File: src/rtl/tl_pkg.sv
// Shared light encodings, lamp-bundle payload, monitor states and fault codes
// for the T-intersection light conflict monitor.
package tl_pkg;

  localparam int unsigned LIGHT_W = 3;
  localparam int unsigned CODE_W  = 3;

  typedef logic [LIGHT_W-1:0] light_t;
  typedef logic [CODE_W-1:0]  code_t;

  localparam light_t RED    = 3'b100;
  localparam light_t YELLOW = 3'b010;
  localparam light_t GREEN  = 3'b001;
  localparam light_t OFF    = 3'b000;

  typedef struct packed {
    light_t m1;
    light_t m2;
    light_t m1_turn;
    light_t side;
  } lights_t;

  localparam lights_t ALL_RED = {RED, RED, RED, RED};
  localparam lights_t ALL_OFF = {OFF, OFF, OFF, OFF};

  typedef enum logic [1:0] {
    ST_STARTUP = 2'd0,
    ST_PASS    = 2'd1,
    ST_FAULT   = 2'd2
  } state_t;

  localparam code_t FC_NONE         = 3'd0;
  localparam code_t FC_ENCODING     = 3'd1;
  localparam code_t FC_CONFLICT     = 3'd2;
  localparam code_t FC_SKIP_YELLOW  = 3'd3;
  localparam code_t FC_SHORT_YELLOW = 3'd4;

  function automatic logic is_one_hot_light(input light_t l);
    return (l == RED) || (l == YELLOW) || (l == GREEN);
  endfunction

endpackage

File: src/rtl/approach_seq_check.sv
// Per-approach phase-sequence checker: flags GREEN->RED (skipped yellow) and
// YELLOW->RED after too few yellow cycles, in the same cycle as the red input.
module approach_seq_check
  import tl_pkg::*;
#(
  parameter int unsigned MIN_YELLOW = 3
) (
  input  logic       clk,
  input  logic       rst,
  input  logic [2:0] light,
  output logic       skip_yellow_c,
  output logic       short_yellow_c
);

  localparam int unsigned YC_W = $clog2(MIN_YELLOW + 1);

  logic [2:0]      prev_q;
  logic [YC_W-1:0] ycnt_q;

  // Previous input and saturating count of consecutive yellow samples.
  always_ff @(posedge clk or negedge rst) begin
    if (!rst) begin
      prev_q <= RED;
      ycnt_q <= '0;
    end else begin
      prev_q <= light;
      if (light == YELLOW) begin
        if (ycnt_q != YC_W'(MIN_YELLOW)) ycnt_q <= ycnt_q + YC_W'(1);
      end else begin
        ycnt_q <= '0;
      end
    end
  end

  assign skip_yellow_c  = (prev_q == GREEN) && (light == RED);
  assign short_yellow_c = (prev_q == YELLOW) && (light == RED) &&
                          (ycnt_q < YC_W'(MIN_YELLOW));

endmodule

File: src/rtl/light_conflict_monitor.sv
// Safety stage between the light controller and the lamps: passes legal light
// vectors through registered, otherwise forces all-red and latches flashing red.
module light_conflict_monitor
  import tl_pkg::*;
#(
  parameter int unsigned CONFIRM    = 2,
  parameter int unsigned MIN_YELLOW = 3,
  parameter int unsigned STARTUP    = 8,
  parameter int unsigned FLASH_HALF = 4
) (
  input  logic       clk,
  input  logic       rst,
  input  logic [2:0] light_M1,
  input  logic [2:0] light_M2,
  input  logic [2:0] light_M1Turn,
  input  logic [2:0] light_Side,
  input  logic       fault_clr,
  output logic [2:0] lamp_M1,
  output logic [2:0] lamp_M2,
  output logic [2:0] lamp_M1Turn,
  output logic [2:0] lamp_Side,
  output logic       fault,
  output logic [2:0] fault_code
);

  localparam int unsigned CNT_MAX = (STARTUP > 2 * FLASH_HALF) ? STARTUP : 2 * FLASH_HALF;
  localparam int unsigned CNT_W   = $clog2(CNT_MAX + 1);
  localparam int unsigned PER_W   = $clog2(CONFIRM + 1);

  lights_t          in_c;
  lights_t          lamps_d, lamps_q;
  state_t           state_q, state_d;
  logic [CNT_W-1:0] cnt_q, cnt_d;
  logic [PER_W-1:0] persist_q, persist_d;
  logic             fault_q, fault_d;
  code_t            code_q, code_d;

  logic [3:0] skip_c, short_c;
  logic       bad_enc_c, conflict_c, seq_fault_c, all_red_c;
  code_t      cause_c;

  assign in_c = {light_M1, light_M2, light_M1Turn, light_Side};

  approach_seq_check #(.MIN_YELLOW(MIN_YELLOW)) u_seq_m1 (
    .clk(clk), .rst(rst), .light(light_M1),
    .skip_yellow_c(skip_c[0]), .short_yellow_c(short_c[0])
  );
  approach_seq_check #(.MIN_YELLOW(MIN_YELLOW)) u_seq_m2 (
    .clk(clk), .rst(rst), .light(light_M2),
    .skip_yellow_c(skip_c[1]), .short_yellow_c(short_c[1])
  );
  approach_seq_check #(.MIN_YELLOW(MIN_YELLOW)) u_seq_m1_turn (
    .clk(clk), .rst(rst), .light(light_M1Turn),
    .skip_yellow_c(skip_c[2]), .short_yellow_c(short_c[2])
  );
  approach_seq_check #(.MIN_YELLOW(MIN_YELLOW)) u_seq_side (
    .clk(clk), .rst(rst), .light(light_Side),
    .skip_yellow_c(skip_c[3]), .short_yellow_c(short_c[3])
  );

  // Instantaneous legality of the current vector and its highest-priority cause.
  always_comb begin
    bad_enc_c   = !is_one_hot_light(in_c.m1) || !is_one_hot_light(in_c.m2) ||
                  !is_one_hot_light(in_c.m1_turn) || !is_one_hot_light(in_c.side);
    conflict_c  = ((in_c.side != RED) &&
                   ((in_c.m1 != RED) || (in_c.m2 != RED) || (in_c.m1_turn != RED))) ||
                  ((in_c.m2 != RED) && (in_c.m1_turn != RED));
    seq_fault_c = (|skip_c) || (|short_c);
    all_red_c   = (in_c == ALL_RED);
    cause_c     = FC_NONE;
    if (bad_enc_c)        cause_c = FC_ENCODING;
    else if (conflict_c)  cause_c = FC_CONFLICT;
    else if (|skip_c)     cause_c = FC_SKIP_YELLOW;
    else if (|short_c)    cause_c = FC_SHORT_YELLOW;
  end

  always_ff @(posedge clk or negedge rst) begin
    if (!rst) begin
      state_q   <= ST_STARTUP;
      cnt_q     <= '0;
      persist_q <= '0;
      fault_q   <= 1'b0;
      code_q    <= FC_NONE;
      lamps_q   <= ALL_RED;
    end else begin
      state_q   <= state_d;
      cnt_q     <= cnt_d;
      persist_q <= persist_d;
      fault_q   <= fault_d;
      code_q    <= code_d;
      lamps_q   <= lamps_d;
    end
  end

  // Next state; cnt is the startup timer in STARTUP and the flash phase in FAULT.
  always_comb begin
    state_d   = state_q;
    cnt_d     = cnt_q;
    persist_d = persist_q;
    fault_d   = fault_q;
    code_d    = code_q;
    unique case (state_q)
      ST_STARTUP: begin
        persist_d = '0;
        if (cnt_q == CNT_W'(STARTUP - 1)) begin
          state_d = ST_PASS;
          cnt_d   = '0;
        end else begin
          cnt_d = cnt_q + CNT_W'(1);
        end
      end
      ST_PASS: begin
        if (seq_fault_c ||
            ((bad_enc_c || conflict_c) && (persist_q == PER_W'(CONFIRM - 1)))) begin
          state_d   = ST_FAULT;
          fault_d   = 1'b1;
          code_d    = cause_c;
          cnt_d     = '0;
          persist_d = '0;
        end else if (bad_enc_c || conflict_c) begin
          persist_d = persist_q + PER_W'(1);
        end else begin
          persist_d = '0;
        end
      end
      ST_FAULT: begin
        if (fault_clr && all_red_c) begin
          state_d = ST_STARTUP;
          fault_d = 1'b0;
          code_d  = FC_NONE;
          cnt_d   = '0;
        end else if (cnt_q == CNT_W'(2 * FLASH_HALF - 1)) begin
          cnt_d = '0;
        end else begin
          cnt_d = cnt_q + CNT_W'(1);
        end
      end
      default: begin
        state_d = ST_STARTUP;
        cnt_d   = '0;
      end
    endcase
  end

  // Next lamp drive.
  always_comb begin
    lamps_d = ALL_RED;
    unique case (state_q)
      ST_PASS: begin
        if (!(bad_enc_c || conflict_c || seq_fault_c)) lamps_d = in_c;
      end
      ST_FAULT: begin
        if (!(fault_clr && all_red_c) && (cnt_q >= CNT_W'(FLASH_HALF))) lamps_d = ALL_OFF;
      end
      default: lamps_d = ALL_RED;
    endcase
  end

  assign lamp_M1     = lamps_q.m1;
  assign lamp_M2     = lamps_q.m2;
  assign lamp_M1Turn = lamps_q.m1_turn;
  assign lamp_Side   = lamps_q.side;
  assign fault       = fault_q;
  assign fault_code  = code_q;

endmodule

File: config.mk
export PLATFORM = sky130hd
export DESIGN_NAME = light_conflict_monitor
export DESIGN_NICKNAME = d
export VERILOG_FILES = /design/src/rtl/tl_pkg.sv /design/src/rtl/approach_seq_check.sv /design/src/rtl/light_conflict_monitor.sv
export SDC_FILE = /design/constraint.sdc
export NUM_CORES = 1
export LEC_CHECK = 0
export ABC_CLOCK_PERIOD_IN_PS = 2400
export CAP_MARGIN = 20
export CORE_UTILIZATION = 49
export CTS_BUF_LIST = sky130_fd_sc_hd__clkbuf_4 sky130_fd_sc_hd__clkbuf_8
export DETAILED_ROUTE_END_ITERATION = 8
export PLACE_DENSITY = 0.73
export SLEW_MARGIN = 30
export SYNTH_ARGS = -nofsm -noshare
export SYNTH_HDL_FRONTEND = slang
export SYNTH_SLANG_ARGS = --single-unit
File: constraint.sdc
create_clock -name clk -period 2.4 [get_ports clk]
set_input_delay 0.36 -clock clk [delete_from_list [all_inputs] [get_ports clk]]
set_output_delay 0.36 -clock clk [all_outputs]
set_load 0.01 [all_outputs]
Word level (Yosys, flattened, before mapping)
Cells that the tools add are included.

Equal/unequal tests: 40. Reduce and logical (&&, ||, !) cells: 47. Order comparisons: 5. Muxes and demuxes: 32. $add $sub $neg: 6.

Operator list (count): two-way mux 2 bit (13); equality test 3 x 1 -> 1 bit, second input constant (8); equality test 3 x 2 -> 1 bit, second input constant (8); two-way mux 12 bit (2); one-hot mux 12 bit (2 select lines) (1); logical OR 1 bit (18); two-way mux 3 bit (6); logical AND 1 bit (17); != test 2 bit, second input constant (7); equality test 12 bit, second input constant (1); equality test 3 bit, second input constant (4); two-way mux 4 bit (3); != test 3 bit, second input constant (4); one-hot mux 4 bit (3 select lines) (1); adder 2 x 1 -> 2 bit, second input constant (5); less-than comparator 2 bit, second input constant (4); != test 2 x 1 -> 1 bit, second input constant (4); OR reduction 4 bit (2); one-hot mux 2 bit (3 select lines) (1); one-hot mux 3 bit (2 select lines) (1); AND reduction 3 bit (2); logical NOT 1 bit (5); adder 4 x 1 -> 4 bit, second input constant (1); equality test 2 x 1 -> 1 bit, second input constant (2); 8 further kinds (10).

Logic and storage cells: 147. Output and inout port bits: 16. Input bits: 15. Register bits after elaboration: 44.

Logic depth before layout (Yosys ltp)
Gate-level depths: netlist of run 1.

Depth in word-level cells: 12. Depth in mapped cells: 8. Depth with buffers taken out: 7.

Modules after synthesis
From an unflattened synthesis of run 1, not the netlist that was laid out.

Cells, all modules: 189. Area total of the unflattened synthesis: 2215.9 um2.

Modules (own cells, without submodules): light_conflict_monitor (times used 1, cells an instance 133, seq. area each 605.6 um2, area each 1390.1 um2); approach_seq_check (times used 4, cells an instance 14, seq. area each 126.4 um2, area each 206.4 um2).

Least setup slack after synthesis of run 1
OpenSTA, ideal clock, no wires.

Path kind: input to register. Start: input light_M1[0]. End: register code_q[0], in the netlist fault_code[0]. Library setup time: 0.125 ns. Setup slack: 0.230 ns. Data required time: 2.275 ns. Data arrival time: 2.045 ns. Stages: 7. Buffers on the path: 1. Path through: or4b_1 -> nor4b_1 -> nor4_1 -> and3_4 -> buf_6 -> a21oi_4 -> mux2_4.

Cells in the longest elaborated chain, start to end: 12. Elaborated cells on any way between the ends: 33. Those cells by class: eq/ne (7); mux (5); reduce/logical (21).

Ends and longest elaborated chain: start, declared (line light_conflict_monitor.sv:13) `input logic [2:0] light_M1,`; equality test 3 bit / equality test 3 x 2 -> 1 bit (equally long branches) (line tl_pkg.sv:39, approach_seq_check.sv:35, approach_seq_check.sv:36); logical OR 1 bit (2 in series) (line tl_pkg.sv:39) `return (l == RED) || (l == YELLOW) || (l == GREEN);`; logical NOT 1 bit (line light_conflict_monitor.sv:63) `bad_enc_c = !is_one_hot_light(in_c.m1) || !is_one_hot_light(in_c.m2) ||`; logical OR 1 bit (2 in series) (line light_conflict_monitor.sv:63); logical OR 1 bit (line light_conflict_monitor.sv:64) `!is_one_hot_light(in_c.m1_turn) || !is_one_hot_light(in_c.side);`; logical OR 1 bit (line light_conflict_monitor.sv:114) `((bad_enc_c || conflict_c) && (persist_q == PER_W'(CONFIRM - 1)))) begin`; logical AND 1 bit (line light_conflict_monitor.sv:114); logical OR 1 bit (line light_conflict_monitor.sv:113) `if (seq_fault_c ||`; != test 2 bit (no line); AND reduction 3 bit (no line); end signal, assigned (line light_conflict_monitor.sv:90) `code_q <= code_d;`; end, declared (line light_conflict_monitor.sv:36) `code_t code_q, code_d;`.

Several ways; a longest one is shown, not always the timed one. The select of a mux whose other input is x is not followed. A chain may end at the register's enable or synchronous reset.

Worst setup path after layout of run 1
Start: input light_M1[1]. End: register code_q[0], in the netlist fault_code[0].

Same word-level chain as after synthesis.

==> results of run 1 <==
[critical path: stages]
cell	delay, ns
clkdlybuf4s50_1	0.50
or4b_4	0.54
buf_4	0.16
o32ai_2	0.14
a311oi_2	0.07
and3_4	0.22
a21oi_4	0.21
mux2_4	0.32
[power breakdown]
group / internal (mW) / switching [mW]
Sequential: 0.871 / 0.0686
Clock: 0.230 / 0.241
Combinational: 0.475 / 0.483
Total: 1.58 / 0.792
[area by class of cell]
class	count	share of cell area (%)
Clock inverter	2	0.3548
Timing Repair Buffer	56	17.52
Sequential cell	44	39.38
Tap cell	50	2.217
Clock buffer	6	2.927
Inverter	7	0.9313
Multi-Input combinational cell	130	36.67
[how the worst max path moves through the flow]
stage / endpoint / slack (ns)
after floorplan: fault_code[0] / 0.23
after global placement: fault_code[0] / -0.33
after detailed placement: fault_code[0] / -0.40
after CTS: fault_code[0] / 0.007
after global routing: cnt_q[1] / 0.005
final: fault_code[0] / 0.07
[layer usage]
metal	part of all wire, %	wire length, microns
met5	0	0
met2	48	2133
met4	2.2	97
met1	44	1953
met3	5.1	223
[logic make-up (layout without fill, tap and decap cells)]
kind of cell	Yosys count	count (layout)	synth area share (%)
flip-flops	44	44	52.05
buffers and inverters	11	71	2.462
AO/OA/AOI/OAI	27	27	9.906
AND/OR/NAND/NOR	76	76	21.39
multiplexers	11	11	6.037
adder cells (fa/ha/maj)	9	9	5.276
XOR/XNOR	7	7	2.872
[per-stage QoR]
stage	hold slack [ns]	power (mW)	TNS [ns]	std cells
2_1_floorplan	0.06441	1.549	0	185
3_3_place_gp	0.4635	1.836	-5.302	287
3_5_place_dp	0.4863	1.886	-6.740	287
4_1_cts	0.2358	2.375	0	295
5_1_grt	0.08266	2.546	0	295
6_report	0.04585	2.369	0	295
[repair_timing]
action                                  4_1_cts  5_1_grt
gates resized for setup                       4       10
endpoints found under the hold margin         0        0
hold buffers                                  0        0
cloned                                        0        0
pin swaps                                     0        1
endpoints found under the setup margin       15       18
[synth_stat cells (5+ instances only)]
cell / n
and2_1: 9
dfrtp_1: 36
dfstp_2: 8
ha_1: 9
inv_1: 7
mux2i_1: 5
nand2_1: 12
nor2_1: 17
nor4_1: 6
o21ai_0: 7
xor2_1: 7
==> impl_results.md, run 1 <==
- Netlist cell types: 49
- Reg2reg end: fault_code[0]
- Dpl cell area: 2661 sq um
- Total grt overflow: 0
- Max Clk Rate: 0.4290 GHz
- Die width: 68 microns
- Outcome: completed
- Worst-Margin Slew: 0.5435 ns
- Max cap viols: 0
- WL per Instance: 14.94 microns
- Final WL: 4407 microns
- Fin area: 2821 sq um
- DP Worst Slack: -0.3972 ns
- Initial Util: 52.24%
- Fin. max-slew vios: 0
- Placer Congestion: 0.9134
- Number of CTS-inserted buffers: 5
- Slew Limit Headroom: 63.77%
- CTS Buffer Depth: 2
- Area Growth Syn to Fin: 32.18%
- Fraction of layout cells with a size suffix above 1: 28.57%
- GRT met3 Usage: 6.500%
- DRT Pass-1 Iters: 4
- Synth area leader: dfrtp_1
- Yosys warns: 0
- Total GRT Usage: 21.91%
- Post-synth ARST share: 100.0%
- Synthesized area: 2135 sq um
- Die Span Y: 68 microns
- Final Util: 69.04%
- Layout Nets: 268
- Commonest non-fill, non-tap cells in the layout: dfrtp_1, clkdlybuf4s50_1, buf_4
- Largest Register: cnt_q
- Die area: 4624 sq um
- Largest register FFs: 4
- Critical Path RT: 2.59 ns
- Vias/cell: 5.369
- Synth area leaders: dfrtp_1, dfstp_2, ha_1
- Via count: 1,584
- Placement row count: 23
- Crit path launch: light_M1[1]
- First-pass GRT wire length: 7251 microns
- CTS tree: done
- Vias in the first global route: 1,596
- Largest net degree at the start of global routing: 45
- Setup ws final: 0.06902 ns
- Top cell type's share of synthesized area: 42.20%
- DRT iter0 DRCs: 59
- Clk sinks: 44
- Hold Fails Final Rpt: 0
- Initial antenna violation count: 0
- Register area: 1111 sq um
- Worst setup EP type: flop
- Commonest non-fill, non-tap cell in the layout: dfrtp_1
- Synth Flop Type: dfrtp_1
- Clk root buf: clkbuf_8
- Peak VDD IR: 0.6287 mV
- EDFF count, synth: 0
- Met1 Use GR: 25.85%
- Mean area per synthesized cell: 11.54 sq um
- Worst-skew pair later-pin latency: 0.30 ns
- Final ANT Viol Nets: 0
- Yosys reg bits: 44
- Worst Clk Skew: 0.004148 ns
- Fillers: 279
- Clk pin slew, worst setup/hold paths: 0.08 ns
- Ports: 31
- Flop-to-flop setup slack: 0.25 ns
- Core ar.: 4086 sq um
- Worst R2R Path Depth: 7
- Net Count, Synth: 209
- Power Density: 839.5 nW/um^2
- RSZ-0062 raised after global routing: false
- Reg2reg start: u_seq_m1.prev_q[2]
- Worst setup path category: input pin to flop
- Most used routing layer: met2
- H-tree Lvls: 2
- Setup Viol. Count Final: 0
- Met2 usage: 36.15%
- Final period utilization: 97.12%
- Max Fanout on Critical Path: 6
- Post-synthesis sequential area ratio: 52.05%
- Area of the multi-input gates: 1035 sq um
- Final min period: 2.331 ns
- Post CTS Setup Buffer Count: 0
- I/O Buffers: 30
- WP data arrival: 2.52 ns
- Leak pwr: 1.255 nW
- Final HPWL DP: 3356 microns
- Drt drc: 0
- Diodes inserted: 0
- Worst setup SP type: input pin
- Syn Inst Count: 185
- Min-delay worst type: input pin to asynchronous set/reset pin
Power figures use the tool's default switching activity.
==> run 2: changes to the inputs <==
Settings changed: PLACE_DENSITY 0.73 to 0.84.
==> run 2 against run 1 <==
  * Flip-flop and latch count stayed put
  * Count of clock-buffer cells in the layout is 1 higher
  * Final cell count increased by 0.34%
  * Via count grew 2.3%
  * Sequential share of layout area fell by 0.24 points
  * Global-route usage down 0.39 points
  * Clock power up 4.3%
  * Non-clock buffer count rose by 1
  * Critical path depth increased by 2
  * Critical path type unchanged
  * Critical endpoint is now fault_code[2]
  * Largest power group is now sequential cells
  * Highest routed layer unchanged
==> impl_results.md, run 2 (synthesis results as in run 1) <==
- Vias/cell: 5.476
- Total grt overflow: 0
- Final ANT Viol Nets: 0
- Commonest non-fill, non-tap cells in the layout: dfrtp_1, buf_4, clkdlybuf4s50_1
- Initial antenna violation count: 0
- Layout Nets: 269
- Fin. max-slew vios: 0
- Diodes inserted: 0
- Power Density: 837.5 nW/um^2
- Worst setup path category: input pin to flop
- Die area: 4624 sq um
- CTS tree: done
- Setup Viol. Count Final: 0
- Number of CTS-inserted buffers: 5
- Peak VDD IR: 0.3800 mV
- Met1 Use GR: 25.93%
- Switching power: 0.7830 mW
- Hold Fails Final Rpt: 0
- Outcome: completed
- Sw Share: 32.93%
- Most frequent CP cell: buf_4
- Cells along the critical path: clkdlybuf4s50_1 -> buf_4 -> a22oi_1 -> nand4_1 -> buf_4 -> nor4_1 -> buf_4 -> nand2_1 -> nor4b_1 -> mux2_4
- Placement row count: 23
- Ports: 31
- Via count: 1,621
- WL per Instance: 15.06 microns
- Worst-skew pair later-pin latency: 0.30 ns
- Drt drc: 0
- Critical Path RT: 2.64 ns
- Vias in the first global route: 1,655
- Final period utilization: 96.79%
- First-pass GRT wire length: 7210 microns
- Clk root buf: clkbuf_8
- Total GRT Usage: 21.52%
- Worst setup SP type: input pin
- CP bufs+invs: 4
- Fin area: 2839 sq um
- Initial Util: 52.24%
- Met2 usage: 35.91%
- Core ar.: 4086 sq um
- Min-delay worst type: input pin to asynchronous set/reset pin
- Max Fanout on Critical Path: 4
- PnR Total Power: 2.378 mW
- Placer Congestion: 0.8254
- Max cap viols: 0
- Fraction of layout cells with a size suffix above 1: 29.27%
- Largest register FFs: 4
- Slowest stage delay, CP: 0.41 ns
- Clk pin slew, worst setup/hold paths: 0.08 ns
- Worst Clk Skew: 0.004304 ns
- Worst setup EP type: flop
- Largest net degree at the start of global routing: 45
- Max Clk Rate: 0.4305 GHz
- H-tree Lvls: 2
- Sequential group share of total power: 39.7%
- Dpl cell area: 2661 sq um
- Critical path's slowest cell: clkdlybuf4s50_1
- Final min period: 2.323 ns
- Die Span Y: 68 microns
- Final HPWL DP: 3187 microns
- DRT iter0 DRCs: 109
- Slew Limit Headroom: 64.32%
- Die width: 68 microns
- Area Growth Syn to Fin: 33.00%
- Crit-path leading delay family: buffers and inverters
- Commonest non-fill, non-tap cell in the layout: dfrtp_1
- Most used routing layer: met2
- Gate power share: 39.7%
- Worst-Margin Slew: 0.5352 ns
- Clk sinks: 44
- WP data arrival: 2.56 ns
- Clock power frac: 20.6%
- DRT Pass-1 Iters: 5
- CTS Buffer Depth: 2
- RSZ-0062 raised after global routing: false
- Final WL: 4458 microns
- Largest Register: cnt_q
- Power Internal: 1.595 mW
- I/O Buffers: 30
- GRT met3 Usage: 5.167%
- Leak pwr: 1.292 nW
==> run 2: worst register-to-register path: cells and delay by family, from the launching register on <==
family | cells | cell delay [ns]
and+or+nand+nor | 2 | 0.79
AOI/OAI and AO/OA | 3 | 0.41
DFF | 1 | 0.37
buffers and inverters | 2 | 0.31
muxes | 1 | 0.21
==> run 2: path summary, 6_finish.rpt <==
path                                          from                      end  slack [ns]  cells after the start
worst max-delay path               light_M1Turn[2]            fault_code[2]        0.08                     10
worst min-delay path                           rst                 cnt_q[0]        0.03                      1
worst max register to register  u_seq_m1.prev_q[2]                    fault        0.24                      8
worst min register to register        persist_q[1]             persist_q[1]        0.50                      2
max in group asynchronous                      rst  u_seq_m1_turn.prev_q[2]        1.98                      1
min in group clk                     light_Side[2]     u_seq_side.prev_q[2]        0.29                      1
==> run 2: area by class of cell <==
cell class,instances,area [sq um]
Timing Repair Buffer,57,511.7
Fill cell,278,1247
Tap cell,50,62.56
Clock buffer,7,90.09
Multi-Input combinational cell,130,1030
Inverter,7,26.28
Sequential cell,44,1111
Clock inverter,1,7.507
==> run 2: what timing repair did <==
| action | 4_1_cts | 5_1_grt |
|---|---|---|
| gates cloned | 0 | 0 |
| setup endpoints to repair | 18 | 18 |
| hold buffers | 0 | 0 |
| pin swaps | 0 | 2 |
| setup buffers | 0 | 1 |
| resized for setup | 3 | 16 |
==> run 2: per-layer routing <==
metal | vias up | part of all wire, %
li1 | 776 | -
met1 | 795 | 42
met2 | 46 | 51
met3 | 4 | 5.2
met4 | 0 | 1.5
met5 | - | 0
==> run 2: stage by stage <==
step	cells	setup TNS (ns)	hold WS [ns]	setup WS [ns]	utilization [%]
finish	296	0	0.03446	0.07698	69.47
global route	296	0	0.08420	0.02746	69.47
CTS	295	0	0.2384	0.004383	67.91
detailed placement	287	-6.268	0.4812	-0.3729	65.13
global placement	287	-5.656	0.4755	-0.3435	65.13
floorplan	185	0	0.06441	0.2298	-
==> run 2: power by group through the flow <==
| stage | Combinational, mW | Clock, mW | Sequential, mW |
|---|---|---|---|
| after detailed placement | 0.920 | 0 | 0.954 |
| after global placement | 0.895 | 0 | 0.948 |
| after global routing | 1.05 | 0.527 | 0.963 |
| after floorplan | 0.590 | 0 | 0.959 |
| final | 0.944 | 0.490 | 0.944 |
| after CTS | 0.935 | 0.501 | 0.942 |
